**src/rtl/pipe_sub_pkg.sv**
```systemverilog
// Shared defaults and stage bookkeeping type for the pipelined subtractor.
package pipe_sub_pkg;

    localparam int unsigned WIDTH_DEF  = 32;
    localparam int unsigned STAGES_DEF = 4;

    typedef struct packed {
        logic valid;
        logic borrow;
    } stage_ctl_t;

endpackage

```
**src/rtl/pipe_sub_slice.sv**
```systemverilog
// One SW-bit ripple subtract slice with registered difference and borrow-out.
module pipe_sub_slice #(
    parameter int unsigned SW = 8
) (
    input  logic          clk,
    input  logic          rst_n,
    input  logic          en,
    input  logic [SW-1:0] a,
    input  logic [SW-1:0] b,
    input  logic          bin,
    output logic [SW-1:0] d,
    output logic          bout
);

    logic [SW-1:0] d_c;
    logic          brw;

    always_comb begin
        d_c = '0;
        brw = bin;
        for (int i = 0; i < SW; i++) begin
            d_c[i] = a[i] ^ b[i] ^ brw;
            brw    = (~a[i] & b[i]) | (~(a[i] ^ b[i]) & brw);
        end
    end

    always_ff @(posedge clk or negedge rst_n) begin
        if (!rst_n) begin
            d    <= '0;
            bout <= 1'b0;
        end else if (en) begin
            d    <= d_c;
            bout <= brw;
        end
    end

endmodule

```
**src/rtl/pipe_sub.sv**
```systemverilog
// Bit-sliced pipelined subtractor with skewed operands and a global stall enable.
// Define PIPE_SUB_ABS_EN to add an output stage that returns |i0 - i1|.
module pipe_sub
    import pipe_sub_pkg::*;
#(
    parameter int unsigned WIDTH  = WIDTH_DEF,
    parameter int unsigned STAGES = STAGES_DEF
) (
    input  logic             clk,
    input  logic             rst_n,
    input  logic             in_valid,
    output logic             in_ready,
    input  logic [WIDTH-1:0] i0,
    input  logic [WIDTH-1:0] i1,
    output logic             out_valid,
    input  logic             out_ready,
    output logic [WIDTH-1:0] D,
    output logic             Br,
    output logic             Z
);

    localparam int unsigned SW = WIDTH / STAGES;

    stage_ctl_t [STAGES-1:0] ctl;
    logic       [STAGES-1:0] valid_q;
    logic       [WIDTH-1:0]  diff_all;
    logic                    adv;

    // One enable for every register: a stall freezes the whole pipe.
    assign adv      = !out_valid || out_ready;
    assign in_ready = adv;

    always_ff @(posedge clk or negedge rst_n) begin
        if (!rst_n) begin
            valid_q <= '0;
        end else if (adv) begin
            valid_q[0] <= in_valid;
            for (int k = 1; k < STAGES; k++) begin
                valid_q[k] <= ctl[k-1].valid;
            end
        end
    end

    for (genvar k = 0; k < STAGES; k++) begin : g_slice
        logic [SW-1:0] a_use;
        logic [SW-1:0] b_use;
        logic [SW-1:0] d_slice;
        logic [SW-1:0] d_out;
        logic          bin;
        logic          bout;

        // Slice k consumes operand bits delayed k cycles to meet its borrow-in.
        if (k == 0) begin : g_no_skew
            assign a_use = i0[k*SW +: SW];
            assign b_use = i1[k*SW +: SW];
            assign bin   = 1'b0;
        end else begin : g_skew
            logic [SW-1:0] a_dly [k];
            logic [SW-1:0] b_dly [k];

            always_ff @(posedge clk or negedge rst_n) begin
                if (!rst_n) begin
                    for (int j = 0; j < k; j++) begin
                        a_dly[j] <= '0;
                        b_dly[j] <= '0;
                    end
                end else if (adv) begin
                    a_dly[0] <= i0[k*SW +: SW];
                    b_dly[0] <= i1[k*SW +: SW];
                    for (int j = 1; j < k; j++) begin
                        a_dly[j] <= a_dly[j-1];
                        b_dly[j] <= b_dly[j-1];
                    end
                end
            end

            assign a_use = a_dly[k-1];
            assign b_use = b_dly[k-1];
            assign bin   = ctl[k-1].borrow;
        end

        pipe_sub_slice #(
            .SW (SW)
        ) u_slice (
            .clk   (clk),
            .rst_n (rst_n),
            .en    (adv),
            .a     (a_use),
            .b     (b_use),
            .bin   (bin),
            .d     (d_slice),
            .bout  (bout)
        );

        // Lower slices finish early; hold their bits until the top slice catches up.
        if (k == STAGES - 1) begin : g_no_deskew
            assign d_out = d_slice;
        end else begin : g_deskew
            logic [SW-1:0] d_dly [STAGES-1-k];

            always_ff @(posedge clk or negedge rst_n) begin
                if (!rst_n) begin
                    for (int j = 0; j < STAGES - 1 - k; j++) begin
                        d_dly[j] <= '0;
                    end
                end else if (adv) begin
                    d_dly[0] <= d_slice;
                    for (int j = 1; j < STAGES - 1 - k; j++) begin
                        d_dly[j] <= d_dly[j-1];
                    end
                end
            end

            assign d_out = d_dly[STAGES-2-k];
        end

        assign ctl[k]                = '{valid: valid_q[k], borrow: bout};
        assign diff_all[k*SW +: SW] = d_out;
    end

`ifdef PIPE_SUB_ABS_EN
    logic             abs_valid_q;
    logic             abs_br_q;
    logic [WIDTH-1:0] abs_d_q;

    always_ff @(posedge clk or negedge rst_n) begin
        if (!rst_n) begin
            abs_valid_q <= 1'b0;
            abs_br_q    <= 1'b0;
            abs_d_q     <= '0;
        end else if (adv) begin
            abs_valid_q <= ctl[STAGES-1].valid;
            abs_br_q    <= ctl[STAGES-1].borrow;
            abs_d_q     <= ctl[STAGES-1].borrow ? -diff_all : diff_all;
        end
    end

    assign out_valid = abs_valid_q;
    assign D         = abs_d_q;
    assign Br        = abs_br_q;
`else
    assign out_valid = ctl[STAGES-1].valid;
    assign D         = diff_all;
    assign Br        = ctl[STAGES-1].borrow;
`endif

    // Gated by out_valid so the cleared pipe does not report a zero result.
    assign Z = out_valid && (D == '0);

endmodule

```
**config.mk**
```make
export PLATFORM = sky130hd
export DESIGN_NAME = pipe_sub
export DESIGN_NICKNAME = d
export VERILOG_FILES = /design/src/rtl/pipe_sub_pkg.sv /design/src/rtl/pipe_sub_slice.sv /design/src/rtl/pipe_sub.sv
export SDC_FILE = /design/constraint.sdc
export NUM_CORES = 1
export LEC_CHECK = 0
export CORE_UTILIZATION = 60
export DETAILED_ROUTE_END_ITERATION = 7
export GPL_TIMING_DRIVEN = 0
export PLACE_DENSITY = 0.85
export SYNTH_ARGS = -nofsm -noshare
export SYNTH_HDL_FRONTEND = slang
export SYNTH_SLANG_ARGS = --single-unit
```
**constraint.sdc**
```tcl
create_clock -name clk -period 5.7 [get_ports clk]
set_clock_uncertainty 0.05 [all_clocks]
set_input_delay 0.57 -clock clk [delete_from_list [all_inputs] [get_ports clk]]
set_output_delay 0.57 -clock clk [all_outputs]
set_load 0.05 [all_outputs]
```
# Yosys cells after proc, flatten, opt, wreduce, memory -nomap -nowiden

Cells that the tools add are included.
W data, S select, Z words.

Register bits after elaboration: 184
Logic and storage cells: 251

Bitwise operators: 220
Reductions and logical operators: 4

Operator list:

| cell                | number |
|---|---|
| $and A1 B1 Y1       | 63 |
| $not A1 Y1          | 63 |
| $xor A1 B1 Y1       | 63 |
| $logic_not A32 Y1   | 1 |
| $or A1 B1 Y1        | 31 |
| $logic_and A1 B1 Y1 | 1 |
| $logic_not A1 Y1    | 1 |
| $logic_or A1 B1 Y1  | 1 |

# Depth between registers and ports, before layout

Depth after elaboration: 18
Mapped depth: 13

# Cells and area by module

A second synthesis with hierarchy kept.

Cells, all modules: 523
Area total of the unflattened synthesis: 8,393.0 µm²

By module, submodules not included:

| module                                  | times used | cells an instance | area an instance (µm²) | sequential area each (µm²) |
|---|---|---|---|---|
| pipe_sub                                | 1          | 343               | 6,150.9                | 3,703.6 |
| pipe_sub_slice (g_slice[0].u_slice ...) | 3          | 45                | 559.3                  | 225.2 |
| pipe_sub_slice (g_slice[3].u_slice)     | 1          | 45                | 564.3                  | 225.2 |

# Least setup slack after synthesis

Ideal clock, no wire load.

Kind: input -> register
From: input port i0[0]
To: register g_slice[0].u_slice.d[7]
Setup time: 0.125 ns
Data arrival time: 3.586 ns
Required time: 5.525 ns
Path slack: 1.939 ns
Stages on the path: 13
Buffers on the path: 0
Cell sequence: inv_1 ha_1 inv_1 fa_1 inv_1 fa_1 fa_1 fa_1 fa_1 fa_1 inv_1 fa_1 mux2_4

Cells in the longest elaborated chain, start to end: 15

Ends and longest elaborated chain:

| item                          | RTL line             | text |
|---|---|---|
| from (decl)                   | pipe_sub.sv:13       | `input logic [WIDTH-1:0] i0,` |
| $not A1 Y1                    | pipe_sub_slice.sv:23 | `brw = (~a[i] & b[i]) \| (~(a[i] ^ b[i]) & brw);` |
| $and A1 B1 Y1 (2 in series)   | pipe_sub_slice.sv:23 |  |
| $or A1 B1 Y1                  | pipe_sub_slice.sv:23 |  |
| $and A1 B1 Y1                 | pipe_sub_slice.sv:23 |  |
| $or A1 B1 Y1                  | pipe_sub_slice.sv:23 |  |
| $and A1 B1 Y1                 | pipe_sub_slice.sv:23 |  |
| $or A1 B1 Y1                  | pipe_sub_slice.sv:23 |  |
| $and A1 B1 Y1                 | pipe_sub_slice.sv:23 |  |
| $or A1 B1 Y1                  | pipe_sub_slice.sv:23 |  |
| $and A1 B1 Y1                 | pipe_sub_slice.sv:23 |  |
| $or A1 B1 Y1                  | pipe_sub_slice.sv:23 |  |
| $and A1 B1 Y1                 | pipe_sub_slice.sv:23 |  |
| $or A1 B1 Y1                  | pipe_sub_slice.sv:23 |  |
| $xor A1 B1 Y1                 | pipe_sub_slice.sv:22 | `d_c[i] = a[i] ^ b[i] ^ brw;` |
| net g_slice[0].u_slice.d_c[7] | pipe_sub_slice.sv:15 | `logic [SW-1:0] d_c;` |
| to (signal assigned)          | pipe_sub_slice.sv:29 | `d <= '0;` |
| to (signal assigned)          | pipe_sub_slice.sv:32 | `d <= d_c;` |
| to (decl)                     | pipe_sub_slice.sv:11 | `output logic [SW-1:0] d,` |

The timed path passes the listed nets, and every way through them passes these cells.
A chain may end at the register's enable or synchronous reset.

# Worst setup path in the final report

Ends and elaborated chain as after synthesis.

==> results.md <==
* Status: completed
* Clock Path Buffers at 2
* FP Rows at 42
* Mapped Cells at roughly 550
* Max stage delay cell, worst path: clkdlybuf4s50_1
* Initial DRT Pass Iterations at 4
* GR Util All Layers at 0.253
* Gr ovfl total at 0
* First-pass GRT wire length at between 20 and 30 mm
* ANT cells at 0
* Clock net sink count at about 180
* Crit Path Category: in2reg
* Finished Cell Area at 10000 µm²
* Antenna Nets Post-Route at 0
* Number of synthesized flops with an enable pin at 0
* Maxcap violations at 0
* Nature of the critical path endpoint: flip-flop
* Ys Warns at 0
* Flop and latch count out of synthesis at between 150 and 200
* Final Max Slew Viols at 0
* Hold slack at about 0.018 ns
* Initial antenna violation count at 0
* Post-synthesis cell type count at 21
* Most frequent cell after synthesis: dfrtp_1
* Seq/Total Area, Yosys at 0.560
* Starting Density at 0.618
* Synth Area per Inst at about 15 µm²
* CP required at 5.96 ns
* Hold buffers post-CTS at 0
* Via count at roughly 4600
* Area grow syn2layout at 21.9%
* Total Nets Final at approximately 770
* Share of the synthesized area in the top cell type at 0.560
* Pleak at ~4.7 nW
* Post-synth top area cell: dfrtp_1
* Period minus WS final at 4.08 ns
* CP cell instances: clkdlybuf4s50_1 -> inv_1 -> ha_1 -> inv_1 -> fa_1 -> inv_1 -> fa_1 -> fa_1 -> fa_1 -> fa_1 -> fa_1 -> inv_1 -> fa_1 -> mux2_4
* Vias per cell at 5.30
* DRC violations left at 0
* CP top delay family: adder cells
* Most frequent cells after synthesis: dfrtp_1 (184), mux2_4 (120), inv_1 (44), fa_1 (31), nor2_1 (29)
* Maximum number of pins on one net before global-route repair at 122
* Type of the worst min-delay path: in2async
* Peak VDD IR at ~0.0004 V
* Number of global-route vias before repair at between 5000 and 6000
* Final WL at 16.1 mm
* PostCTS Resize Cnt at 0
* Slew margin rel. at 0.535
* Gpl congestion at 0.852
* Die Wd at about 120 µm
* DRT iter0 DRCs at just under 300
* Final HPWL DP at 11.5 mm
* Final setup violating endpoints at 0
* Final Hold Viols at 0
* Share of cells above drive strength 1 at 0.287
* Area contributors post-synth: dfrtp_1 (56%), mux2_4 (22%), fa_1 (7.6%)
* I/O pin count at about 100
* Die area at between 10000 and 15000 µm²
* H-tree levels at 4
* Startpoint Class: primary input
* Fmax achieved at 245 MHz
* CTS buffer count at 17
* Final cycle utilization of the critical path at 0.715
* Syn_nets at 651
* Core footprint at between 10000 and 15000 µm²
* Placed Cells at ~830
* RSZ-0062 raised after global routing: no
* Fin cells at 860
* PortBufs at 103
* Worst-path clk slew at approximately 0.060 ns
* TritonCTS clock tree: done
* Pwr Total at 5.90 mW
* Skew-Pair Late Insertion Delay at around 0.43 ns
* R2r setup slk at about 1.6 ns
* Data arrival, critical path at approximately 4.3 ns
* Wire length per cell at between 15 and 20 µm
* Clock Root Buffer: clkbuf_16
* Post-DP Area at between 9000 and 10000 µm²
* Worst-path fanout max at 1
* Most Frequent Cell on Critical Path: fa_1
* Post-CTS setup repair buffer count at 0
* Power Dens Cells at around 600 nW/µm²
* Mapped cell area at approximately 8200 µm²
* Ys async rst share at 1.00
* Most used flip-flop cell after synthesis: dfrtp_1
* Die Ht at about 120 µm
* Worst Tran Pin Value at a little under 0.7 ns
* Crit path largest cell delay at between 0.4 and 0.5 ns
* CP Buf/Inv Count at 5
[report_power, final]
part | switching, mW | internal [mW]
logic | 1.25 | 1.32
clock network | 0.454 | 0.593
registers | 0.400 | 1.88
total | 2.11 | 3.79
[through the flow]
stage | TNS (ns) | setup slack (ns) | util
finish | 0 | 1.62 | 0.753
global route | 0 | 1.47 | 0.753
CTS | 0 | 1.62 | 0.753
detailed placement | 0 | 1.20 | 0.714
global placement | -552.55 | -3.02 | 0.712
floorplan | 0 | 1.94 | -
[worst reg2reg max path, cell delays in order, from the launching register on]
cell     delay, ns
dfrtp_1       0.38
inv_1         0.08
fa_1          0.17
inv_1         0.05
fa_1          0.40
fa_1          0.40
fa_1          0.39
fa_1          0.40
fa_1          0.42
fa_1          0.42
inv_1         0.11
fa_1          0.42
mux2_4        0.27
[cell families (layout without fill, tap and decap cells)]
group,count (synthesis),count (layout),synth area share
adder cells (fa/ha/maj),32,32,0.0771
AO/OA/AOI/OAI,52,52,0.0317
buffers and inverters,86,219,0.0612
flip-flops,184,184,0.560
AND/OR/NAND/NOR,66,66,0.0352
multiplexers,131,131,0.234
[cell type report]
type                       count  area (µm²)
buffer                        42         338
sequential                   184        4600
multi-input combinational    281        3110
fill                         828        3280
clock inverter                 4        20.0
clock buffer                  25         495
tap                          176         220
inverter                      44         165
timing repair buffer         104        1060
[state kept, by name, indices dropped and copies added (netlist names)]
register                count
g_slice.a_use              24
g_slice.b_use              24
g_slice.d_out              24
g_slice.g_deskew.d_dly     24
g_slice.g_skew.a_dly       24
g_slice.g_skew.b_dly       24
g_slice.u_slice.bout        4
g_slice.u_slice.d          32
valid_q                     4
[layout by cell type, fill, tap and decap left out]
master / count
dfrtp_1: 184
clkbuf_16: 17
nor2_1: 29
clkbuf_1: 9
o21ai_0: 24
nand2b_1: 1
buf_8: 1
nor3_1: 1
nand2_1: 24
buf_16: 1
nor4b_1: 1
fa_1: 31
a21oi_1: 28
inv_1: 44
buf_4: 16
ha_1: 1
nor4_1: 6
mux2_2: 11
mux2_4: 120
or3_1: 1
nand2b_4: 1
nand4_1: 2
clkdlybuf4s50_1: 102
buf_2: 6
buf_6: 15
clkinv_2: 4
clkbuf_8: 4
[metal layers]
metal  part of all wire  wire length, µm  GRT usage  vias up
met4              0.018              286     0.0910        0
met1               0.42             6700      0.330     2352
li1                   -                -          -     2048
met2               0.51             8290      0.426      135
met5                  0                0          0        -
met3              0.051              827     0.0484       24
[worst paths after layout]
check | startpoint | endpoint | cells past startpoint
hold reg to reg | valid_q[2] | valid_q[3] | 1
setup / recovery | i0[0] | g_slice[0].u_slice.d[7] | 14
max in group asynchronous | rst_n | g_slice[1].g_deskew.d_dly[10] | 2
min in group clk | valid_q[2] | valid_q[3] | 1
setup reg to reg | g_slice[1].u_slice.bout | g_slice[2].u_slice.d[7] | 12
hold / removal | rst_n | g_slice[0].d_out[2] | 1
Power figures use the tool's default switching activity.
